**src/rtl/sim_exit_ctrl_if.sv**
```systemverilog
// OBI-style request/response bundle between a bus master and the simulation
// exit controller.
interface sim_exit_ctrl_if;
  logic        req_i;
  logic        gnt_o;
  logic [31:0] addr_i;
  logic        we_i;
  logic [3:0]  be_i;
  logic [31:0] wdata_i;
  logic        rvalid_o;
  logic [31:0] rdata_o;

  modport slave (
    input  req_i, addr_i, we_i, be_i, wdata_i,
    output gnt_o, rvalid_o, rdata_o
  );

  modport master (
    output req_i, addr_i, we_i, be_i, wdata_i,
    input  gnt_o, rvalid_o, rdata_o
  );
endinterface

```
**src/rtl/sim_exit_ctrl.sv**
```systemverilog
// Simulation exit controller: software exit register plus a cycle watchdog
// that forces a failure exit when firmware stops kicking it.
module sim_exit_ctrl #(
  parameter logic [31:0] WDT_EXIT_CODE   = 32'hDEAD_0001,
  parameter logic [31:0] WDT_RESET_LIMIT = 32'd0
) (
  input  logic            clk_i,
  input  logic            rst_ni,
  sim_exit_ctrl_if.slave  bus,
  output logic            exit_valid_o,
  output logic [31:0]     exit_value_o
);

  typedef enum logic {ST_RUN, ST_EXITED} state_e;

  state_e      state_q, state_d;
  logic [31:0] exit_value_q, exit_value_d;
  logic [31:0] wdt_limit_q, wdt_limit_d;
  logic        wdt_en_q, wdt_en_d;
  logic [31:0] cnt_q, cnt_d;
  logic        wdt_cause_q, wdt_cause_d;
  logic [31:0] exit_out_q, exit_out_d;
  logic        rvalid_q, rvalid_d;
  logic [31:0] rdata_q, rdata_d;

  logic [2:0]  idx;
  logic        run, wr_ok, kick, lim_wr, sw_exit, expire;
  logic        unused_addr;

  function automatic logic [31:0] be_merge(input logic [31:0] old_v,
                                           input logic [31:0] new_v,
                                           input logic [3:0]  be);
    logic [31:0] r;
    r = old_v;
    for (int i = 0; i < 4; i++) begin
      if (be[i]) r[8*i +: 8] = new_v[8*i +: 8];
    end
    return r;
  endfunction

  assign unused_addr = ^{bus.addr_i[31:5], bus.addr_i[1:0]};
  assign idx         = bus.addr_i[4:2];
  assign bus.gnt_o   = bus.req_i;

  always_comb begin
    state_d      = state_q;
    exit_value_d = exit_value_q;
    wdt_limit_d  = wdt_limit_q;
    wdt_en_d     = wdt_en_q;
    cnt_d        = cnt_q;
    wdt_cause_d  = wdt_cause_q;
    exit_out_d   = exit_out_q;
    rvalid_d     = bus.req_i;
    rdata_d      = 32'd0;

    run     = (state_q == ST_RUN);
    wr_ok   = bus.req_i && bus.we_i && run;
    kick    = wr_ok && (idx == 3'd3) && bus.be_i[0] && bus.wdata_i[1];
    lim_wr  = wr_ok && (idx == 3'd2);
    sw_exit = wr_ok && (idx == 3'd0) && bus.be_i[0] && bus.wdata_i[0];
    // A kick or limit rewrite on the expiry edge restarts the count instead.
    expire  = run && wdt_en_q && (wdt_limit_q != 32'd0) &&
              (cnt_q == wdt_limit_q - 32'd1) && !kick && !lim_wr;

    if (wr_ok) begin
      case (idx)
        3'd1: exit_value_d = be_merge(exit_value_q, bus.wdata_i, bus.be_i);
        3'd2: wdt_limit_d  = be_merge(wdt_limit_q, bus.wdata_i, bus.be_i);
        3'd3: if (bus.be_i[0]) wdt_en_d = bus.wdata_i[0];
        default: ;
      endcase
    end

    if (run) begin
      if (!wdt_en_q || kick || lim_wr) cnt_d = 32'd0;
      else                             cnt_d = cnt_q + 32'd1;
    end

    // Software exit outranks a coincident watchdog expiry.
    if (sw_exit) begin
      state_d     = ST_EXITED;
      exit_out_d  = exit_value_q;
      wdt_cause_d = 1'b0;
    end else if (expire) begin
      state_d     = ST_EXITED;
      exit_out_d  = WDT_EXIT_CODE;
      wdt_cause_d = 1'b1;
    end

    if (bus.req_i && !bus.we_i) begin
      case (idx)
        3'd1:    rdata_d = exit_value_q;
        3'd2:    rdata_d = wdt_limit_q;
        3'd3:    rdata_d = {31'd0, wdt_en_q};
        3'd4:    rdata_d = cnt_q;
        3'd5:    rdata_d = {30'd0, wdt_cause_q, (state_q == ST_EXITED)};
        default: rdata_d = 32'd0;
      endcase
    end
  end

  always_ff @(posedge clk_i or negedge rst_ni) begin
    if (!rst_ni) begin
      state_q      <= ST_RUN;
      exit_value_q <= 32'd0;
      wdt_limit_q  <= WDT_RESET_LIMIT;
      wdt_en_q     <= 1'b0;
      cnt_q        <= 32'd0;
      wdt_cause_q  <= 1'b0;
      exit_out_q   <= 32'd0;
      rvalid_q     <= 1'b0;
      rdata_q      <= 32'd0;
    end else begin
      state_q      <= state_d;
      exit_value_q <= exit_value_d;
      wdt_limit_q  <= wdt_limit_d;
      wdt_en_q     <= wdt_en_d;
      cnt_q        <= cnt_d;
      wdt_cause_q  <= wdt_cause_d;
      exit_out_q   <= exit_out_d;
      rvalid_q     <= rvalid_d;
      rdata_q      <= rdata_d;
    end
  end

  assign bus.rvalid_o  = rvalid_q;
  assign bus.rdata_o   = rdata_q;
  assign exit_valid_o  = (state_q == ST_EXITED);
  assign exit_value_o  = exit_out_q;

endmodule

```
**src/flat_wrapper.sv**
```systemverilog
// flat-port wrapper written by rule: the top's interface ports become plain ports
module sim_exit_ctrl_flat 
#(
  parameter logic [31:0] WDT_EXIT_CODE   = 32'hDEAD_0001,
  parameter logic [31:0] WDT_RESET_LIMIT = 32'd0
)
  (clk_i, rst_ni, exit_valid_o, exit_value_o, bus_req_i, bus_addr_i, bus_we_i, bus_be_i, bus_wdata_i, bus_gnt_o, bus_rvalid_o, bus_rdata_o);
  sim_exit_ctrl_if bus_i ();
  input  logic clk_i;
  input  logic rst_ni;
  output logic exit_valid_o;
  output logic [31:0] exit_value_o;
  input wire logic [$bits(bus_i.req_i)-1:0] bus_req_i;
  input wire logic [$bits(bus_i.addr_i)-1:0] bus_addr_i;
  input wire logic [$bits(bus_i.we_i)-1:0] bus_we_i;
  input wire logic [$bits(bus_i.be_i)-1:0] bus_be_i;
  input wire logic [$bits(bus_i.wdata_i)-1:0] bus_wdata_i;
  output wire logic [$bits(bus_i.gnt_o)-1:0] bus_gnt_o;
  output wire logic [$bits(bus_i.rvalid_o)-1:0] bus_rvalid_o;
  output wire logic [$bits(bus_i.rdata_o)-1:0] bus_rdata_o;
  assign bus_i.req_i = bus_req_i;
  assign bus_i.addr_i = bus_addr_i;
  assign bus_i.we_i = bus_we_i;
  assign bus_i.be_i = bus_be_i;
  assign bus_i.wdata_i = bus_wdata_i;
  assign bus_gnt_o = bus_i.gnt_o;
  assign bus_rvalid_o = bus_i.rvalid_o;
  assign bus_rdata_o = bus_i.rdata_o;
  sim_exit_ctrl #(.WDT_EXIT_CODE(WDT_EXIT_CODE), .WDT_RESET_LIMIT(WDT_RESET_LIMIT)) u_core (.clk_i(clk_i), .rst_ni(rst_ni), .bus(bus_i), .exit_valid_o(exit_valid_o), .exit_value_o(exit_value_o));
endmodule
```
**config.mk**
```make
export PLATFORM = sky130hd
export DESIGN_NAME = sim_exit_ctrl_flat
export DESIGN_NICKNAME = d
export VERILOG_FILES = /design/src/rtl/sim_exit_ctrl_if.sv /design/src/rtl/sim_exit_ctrl.sv /design/src/flat_wrapper.sv
export SDC_FILE = /design/constraint.sdc
export NUM_CORES = 1
export LEC_CHECK = 0
export CAP_MARGIN = 20
export CORE_MARGIN = 4
export CORE_UTILIZATION = 60
export DETAILED_ROUTE_END_ITERATION = 6
export DONT_BUFFER_PORTS = 1
export GPL_ROUTABILITY_DRIVEN = 0
export PLACE_DENSITY_LB_ADDON = 0.2
export SYNTH_ARGS = -nofsm -noshare
export SYNTH_HDL_FRONTEND = slang
export SYNTH_SLANG_ARGS = --single-unit
```
**constraint.sdc**
```tcl
create_clock -name clk_i -period 3.17 [get_ports clk_i]
set_clock_uncertainty 0.15 [all_clocks]
set_input_delay 0.951 -clock clk_i [delete_from_list [all_inputs] [get_ports clk_i]]
set_output_delay 0.951 -clock clk_i [all_outputs]
set_load 0.005 [all_outputs]
```
Word-level counts from Yosys, hierarchy flattened

Index checks and enable logic that the tools add are counted.

Input bits: 72
Memories kept: 0
RAM bits: 0
Output and inout port bits: 67
Memory bits (read-only): 0
Bits in latches: 0
Bits in registers: 164

Mux-type cells: 8
Divide/modulo/power cells: 0
Shift-type cells: 0
Add/sub/neg operators: 2
Multipliers: 0
Equal/unequal tests: 6
Reduce and logical (&&, ||, !) cells: 33
$lt $le $gt $ge: 0
Bitwise gates (word level): 1

Operator list:

| cell                  | number |
|---|---|
| $pmux 32 s5           | 1 |
| $mux 32               | 4 |
| $add 32x1->32 const B | 1 |
| $eq 32x32->1          | 1 |
| $reduce_bool 32->1    | 1 |
| $sub 32x1->32 const B | 1 |
| $reduce_and 3->1      | 9 |
| $logic_and 1x1->1     | 15 |
| $eq 3x2->1 const B    | 2 |
| $eq 3x3->1 const B    | 2 |
| $logic_not 1->1       | 4 |
| $eq 3x1->1 const B    | 1 |
| $logic_not 3->1       | 1 |
| $mux 1                | 3 |
| $logic_or 1x1->1      | 2 |
| $reduce_bool 2->1     | 1 |
| $not 1->1             | 1 |

Longest topological paths before layout

Depth after elaboration: 10
Depth in mapped cells: 11
Mapped depth without buffers: 9

Worst setup path before layout

Ideal clock, no wire load.

Path type: input port to flip-flop
Start point: input bus_addr_i[4]
End point: register u_core.cnt_q[10]
Library setup time: 0.132 ns
Cell stages on the path: 9
Data required time: 2.888 ns
Arrival time: 2.595 ns
Slack: 0.293 ns
Path buffers: 4
Path through: clkbuf_1 > nor2b_1 > clkbuf_1 > nand2_1 > o21ai_1 > and2_1 > clkbuf_1 > clkbuf_1 > nor2_1

Cells in the longest elaborated chain, start to end: 7
Elaborated cells between the ends (all ways): 9
Classes of those cells: eq/ne: 2; mux: 1; reduce/logical: 6

Ends and longest elaborated chain:

| element                        | RTL line             | RTL |
|---|---|---|
| start: declaration             | flat_wrapper.sv:14   | `input wire logic [$bits(bus_i.addr_i)-1:0] bus_addr_i;` |
| $eq 3x2->1                     | sim_exit_ctrl.sv:58  | `kick = wr_ok && (idx == 3'd3) && bus.be_i[0] && bus.wdata_i[1];` |
| $logic_and 1x1->1 (3 in a row) | sim_exit_ctrl.sv:58  |  |
| $logic_or 1x1->1               | sim_exit_ctrl.sv:75  | `if (!wdt_en_q \|\| kick \|\| lim_wr) cnt_d = 32'd0;` |
| $logic_or 1x1->1 (*)           | sim_exit_ctrl.sv:75  |  |
| $mux 32 (*)                    | sim_exit_ctrl.sv:75  |  |
| end signal: assignment         | sim_exit_ctrl.sv:118 | `cnt_q <= cnt_d;` |
| end: declaration               | sim_exit_ctrl.sv:20  | `logic [31:0] cnt_q, cnt_d;` |

Every way passes the cells marked *; elsewhere a longest branch is shown, timed or not.
A chain may end at the register's enable or synchronous reset.

Final worst setup path

Start point: register u_core.wdt_limit_q[19]
End point: register u_core.exit_out_q[6], in the netlist u_core.exit_value_o[6]

Cells in the longest elaborated chain, start to end: 6
Elaborated cells between the ends (all ways): 8
Classes of those cells: add/sub: 1; eq/ne: 1; reduce/logical: 6

Ends and longest elaborated chain:

| element                                                    | RTL line                                 | RTL |
|---|---|---|
| start: declaration                                         | sim_exit_ctrl.sv:18                      | `logic [31:0] wdt_limit_q, wdt_limit_d;` |
| start signal: assignment                                   | sim_exit_ctrl.sv:116                     | `wdt_limit_q <= wdt_limit_d;` |
| $sub 32x1->32 / $reduce_bool 32->1 (equally long branches) | sim_exit_ctrl.sv:63, sim_exit_ctrl.sv:62 |  |
| $eq 32x32->1 / $logic_and 1x1->1 (equally long branches)   | sim_exit_ctrl.sv:63, sim_exit_ctrl.sv:62 |  |
| $logic_and 1x1->1 (*)                                      | sim_exit_ctrl.sv:62                      | `expire = run && wdt_en_q && (wdt_limit_q != 32'd0) &&` |
| $logic_and 1x1->1 (*) (2 in a row)                         | sim_exit_ctrl.sv:63                      | `(cnt_q == wdt_limit_q - 32'd1) && !kick && !lim_wr;` |
| $reduce_bool 2->1 (no line) (*)                            | --                                       |  |
| end signal: assignment                                     | sim_exit_ctrl.sv:120                     | `exit_out_q <= exit_out_d;` |
| end: declaration                                           | sim_exit_ctrl.sv:22                      | `logic [31:0] exit_out_q, exit_out_d;` |

Marks and branches as above.

==> results.yml <==
power_and_ir_drop:
  finalPower_mw: 5.689
  p_leak_nw: 4.148
  power.density_nw_per_um2: 617.1
  irDropWorstVdd_mv: 0.3977
place:
  post-dp-hpwl_um: 15460
  postPlaceCellArea_um2: 8577
  numPortBuffers: 0
  dp.cells: 989
worst_setup_path:
  crit_path_top_delay_cell: "or4_4"
  crit_path_max_fanout: 17
  crit_type: "reg2reg"
  endpoint_kind: "register"
  critical-path-max-stage-delay_ns: 0.60
  worstPathArrival_ns: 3.29
  path_cells: "or4_4, or3_1, nor4_2, nand4b_1, a22oi_1, nand4_1, buf_4, a21boi_1"
  start_kind: "register"
  worstPathRequired_ns: 3.34
synthesis:
  syn_area_um2: 8362
  syn_inst: 845
  synth-seq-cells: 164
  seq_area_frac_synth_pct: 49.08
  ys_async_sr_fraction_pct: 100.0
  synth_flop_cell: "dfrtp_1"
  yosysWarnings: 0
  synth_area_per_cell_um2: 9.896
  syn_nets: 920
  yosys-top-cells-area: "dfrtp_1 (49%), mux2_2 (8.6%), nor2_1 (5.4%)"
  synth-edff-count: 0
  synth_cell_types: 60
  synth_top_area_share_pct: 49.08
  synth_area_leader_cell: "dfrtp_1"
cts:
  cts_made_buffers: 17
  clock-sinks: 164
  cts.hold.buffers_added: 0
  htreeDepth: 4
  root_buffer: "clkbuf_16"
  insertion_delay_ns: 0.44
  tritoncts: "built"
  max-clock-path-buffers: 2
  cts.clk_slew.worst_paths_ns: 0.06
floorplanning:
  rows: 42
  start_util_pct: 62.16
  dieArea_um2: 15890
  core-area_um2: 13450
  fp.dieW_um: 126.1
  io_pins: 139
  die_height_um: 126.1
sta:
  setup_tns_ns: 0
  drv_slew: 0
  fin_crit_sh_pct: 98.59
  min_period_ns: 3.125
  hold_viol: 0
  max_freq_ghz: 0.3200
  worst_pin_slew_ns: 0.5916
  maxSlewHeadroom_pct: 60.38
  setup_viol: 0
global_routing:
  grt_start_max_net_pins: 165
  grt-ovfl-total: 0
  grt.total_usage_pct: 28.26
  antenna_found_initial: 0
  grt_pass1_vias: 6607
  grt_pass1_wl_um: 35640
layout:
  n_antenna_cell: 0
  drive_gt1_share_pct: 17.02
  fin_nets: 908
  final_area_um2: 9219
  nFillCells: 1040
  final_cells: 1022
  utilization_pct: 68.53
  area_growth_pct: 10.25
detailed_routing:
  drcViolationCount: 3
  first_pass_iters: 7
  drtAntennaViolNets: 0
  routedWlPerCell_um: 21.47
  vias: 6601
  first_iter_violations: 672
  routed_via_density: 6.459
  drt_wl_total_um: 21950
status:
  violations: "DRC"
  status: "complete, but fails checks"
worst_hold_path:
  min_path_type: "in2async"
run:
  max_cap_violations: 0
[layout make-up]
type	instances	area, um^2	area share, %
tap	176	220.2	2.389
clock buffer	22	474.2	5.144
clock inverter	10	121.4	1.316
timing repair buffer	31	245.2	2.660
multi-input combinational	613	4031	43.73
sequential	164	4104	44.52
inverter	6	22.52	0.2443
[cells in the final DEF (no fill, tap or decap), types with 3 or more instances in the layout]
cell and count:
a22oi_1 33, or3_1 6, nand3b_1 4, nor3_1 13
nand3_1 17, nor4_2 8, a21boi_1 20, inv_1 6
mux2i_1 16, xnor2_1 29, o31ai_1 5, nand2b_1 6
a21oi_1 38, xor2_1 34, nor2b_1 6, clkbuf_16 17
clkinvlp_4 4, nand4b_1 4, nand4_1 11, mux2_2 64
buf_4 30, o211ai_1 5, clkbuf_8 3, nor4_1 10
nand2_1 94, nor4b_1 3, o21ai_0 10, nor2_1 120
or4_1 4, and2_1 6, and3_1 9, dfrtp_1 164
[metal layers]
metal	GRT usage [%]	up-vias	wire, um	part of all wire [%]
met3	7.113	54	1988	9.1
met2	43.54	340	10140	46
met5	0	-	0	0
met4	9.779	0	549	2.5
met1	39.37	3284	9273	42
li1	-	2923	-	-
[flip-flops by register name, indices dropped and copies added, names as in the netlist]
name / flops
u_core.bus.rvalid_o: 1
u_core.exit_value_q: 32
u_core.wdt_en_q: 1
u_core.wdt_cause_q: 1
u_core.bus.rdata_o: 32
u_core.exit_valid_o: 1
u_core.wdt_limit_q: 32
u_core.cnt_q: 32
u_core.exit_value_o: 32
[synth_stat cells (2+ instances only)]
cell       number
dfrtp_1       164
nor2_1        120
nand2_1        94
mux2_2         64
clkbuf_1       50
a21oi_1        38
xor2_1         34
a22oi_1        33
xnor2_1        29
a21boi_1       20
nand3_1        17
mux2i_1        16
nor3_1         13
nor4_1         13
nand4_1        11
o21ai_0        10
and3_1          9
buf_2           9
nor2b_1         8
and2_1          6
inv_1           6
nand2b_1        6
or3_1           6
nor4_2          5
o211ai_1        5
o31ai_1         5
nand3b_1        4
nand4b_1        4
or4_1           4
ha_1            3
nor4b_1         3
a211oi_1        2
and4_1          2
buf_1           2
nor3b_1         2
o21a_1          2
o2bb2ai_1       2
o311ai_1        2
[cell families (layout without fill, tap and decap cells)]
| group | after synthesis | in the layout | share of synthesized area (%) |
|---|---|---|---|
| buf+inv | 68 | 69 | 3.232 |
| flops | 164 | 164 | 49.08 |
| compound gates | 134 | 134 | 10.94 |
| fa+ha+maj | 3 | 3 | 0.4489 |
| mux | 80 | 80 | 10.53 |
| xor+xnor | 63 | 63 | 6.599 |
| simple gates | 333 | 333 | 19.17 |
[power breakdown]
group          leakage, nW  internal [mW]  switching [mW]
clock network        0.279           1.23           0.856
registers             2.20           2.31           0.310
logic                 1.67          0.468           0.513
total                 4.15           4.01            1.68
[metrics by stage]
stage | hold WS [ns] | setup slack, ns
after detailed placement | 0.3145 | 0.01972
final | 0.05428 | 0.04484
after global routing | 0.03408 | -0.004057
after CTS | 0.04631 | 0.07920
after global placement | 0.3146 | 0.1002
after floorplan | 0.2963 | 0.2927
[worst max-delay path, delay by kind of cell (launching register included)]
kind / cells / cell delay (ns)
buffers and inverters: 1 / 0.24
DFF: 1 / 0.48
AOI/OAI and AO/OA: 2 / 0.48
and+or+nand+nor: 5 / 1.64
[final timing paths]
check / to / depth (start not counted) / startpoint / slack (ns)
hold reg to reg: u_core.wdt_cause_q / 2 / u_core.wdt_cause_q / 0.33
min in group clk_i: u_core.wdt_cause_q / 2 / u_core.wdt_cause_q / 0.33
hold / removal: u_core.bus.rdata_o[10] / 0 / rst_ni / 0.05
setup / recovery: u_core.exit_value_o[6] / 8 / u_core.wdt_limit_q[19] / 0.04
setup reg to reg: u_core.exit_value_o[6] / 8 / u_core.wdt_limit_q[19] / 0.04
max in group asynchronous: u_core.exit_value_o[27] / 0 / rst_ni / 2.59
[timing repair]
item,in CTS,in global routing
gates resized for setup,1,7
pin swaps,0,1
setup endpoints to repair,2,33
buffers inserted,0,1
hold endpoints to repair,0,0
Note: power is estimated with default switching activity, not from simulation.
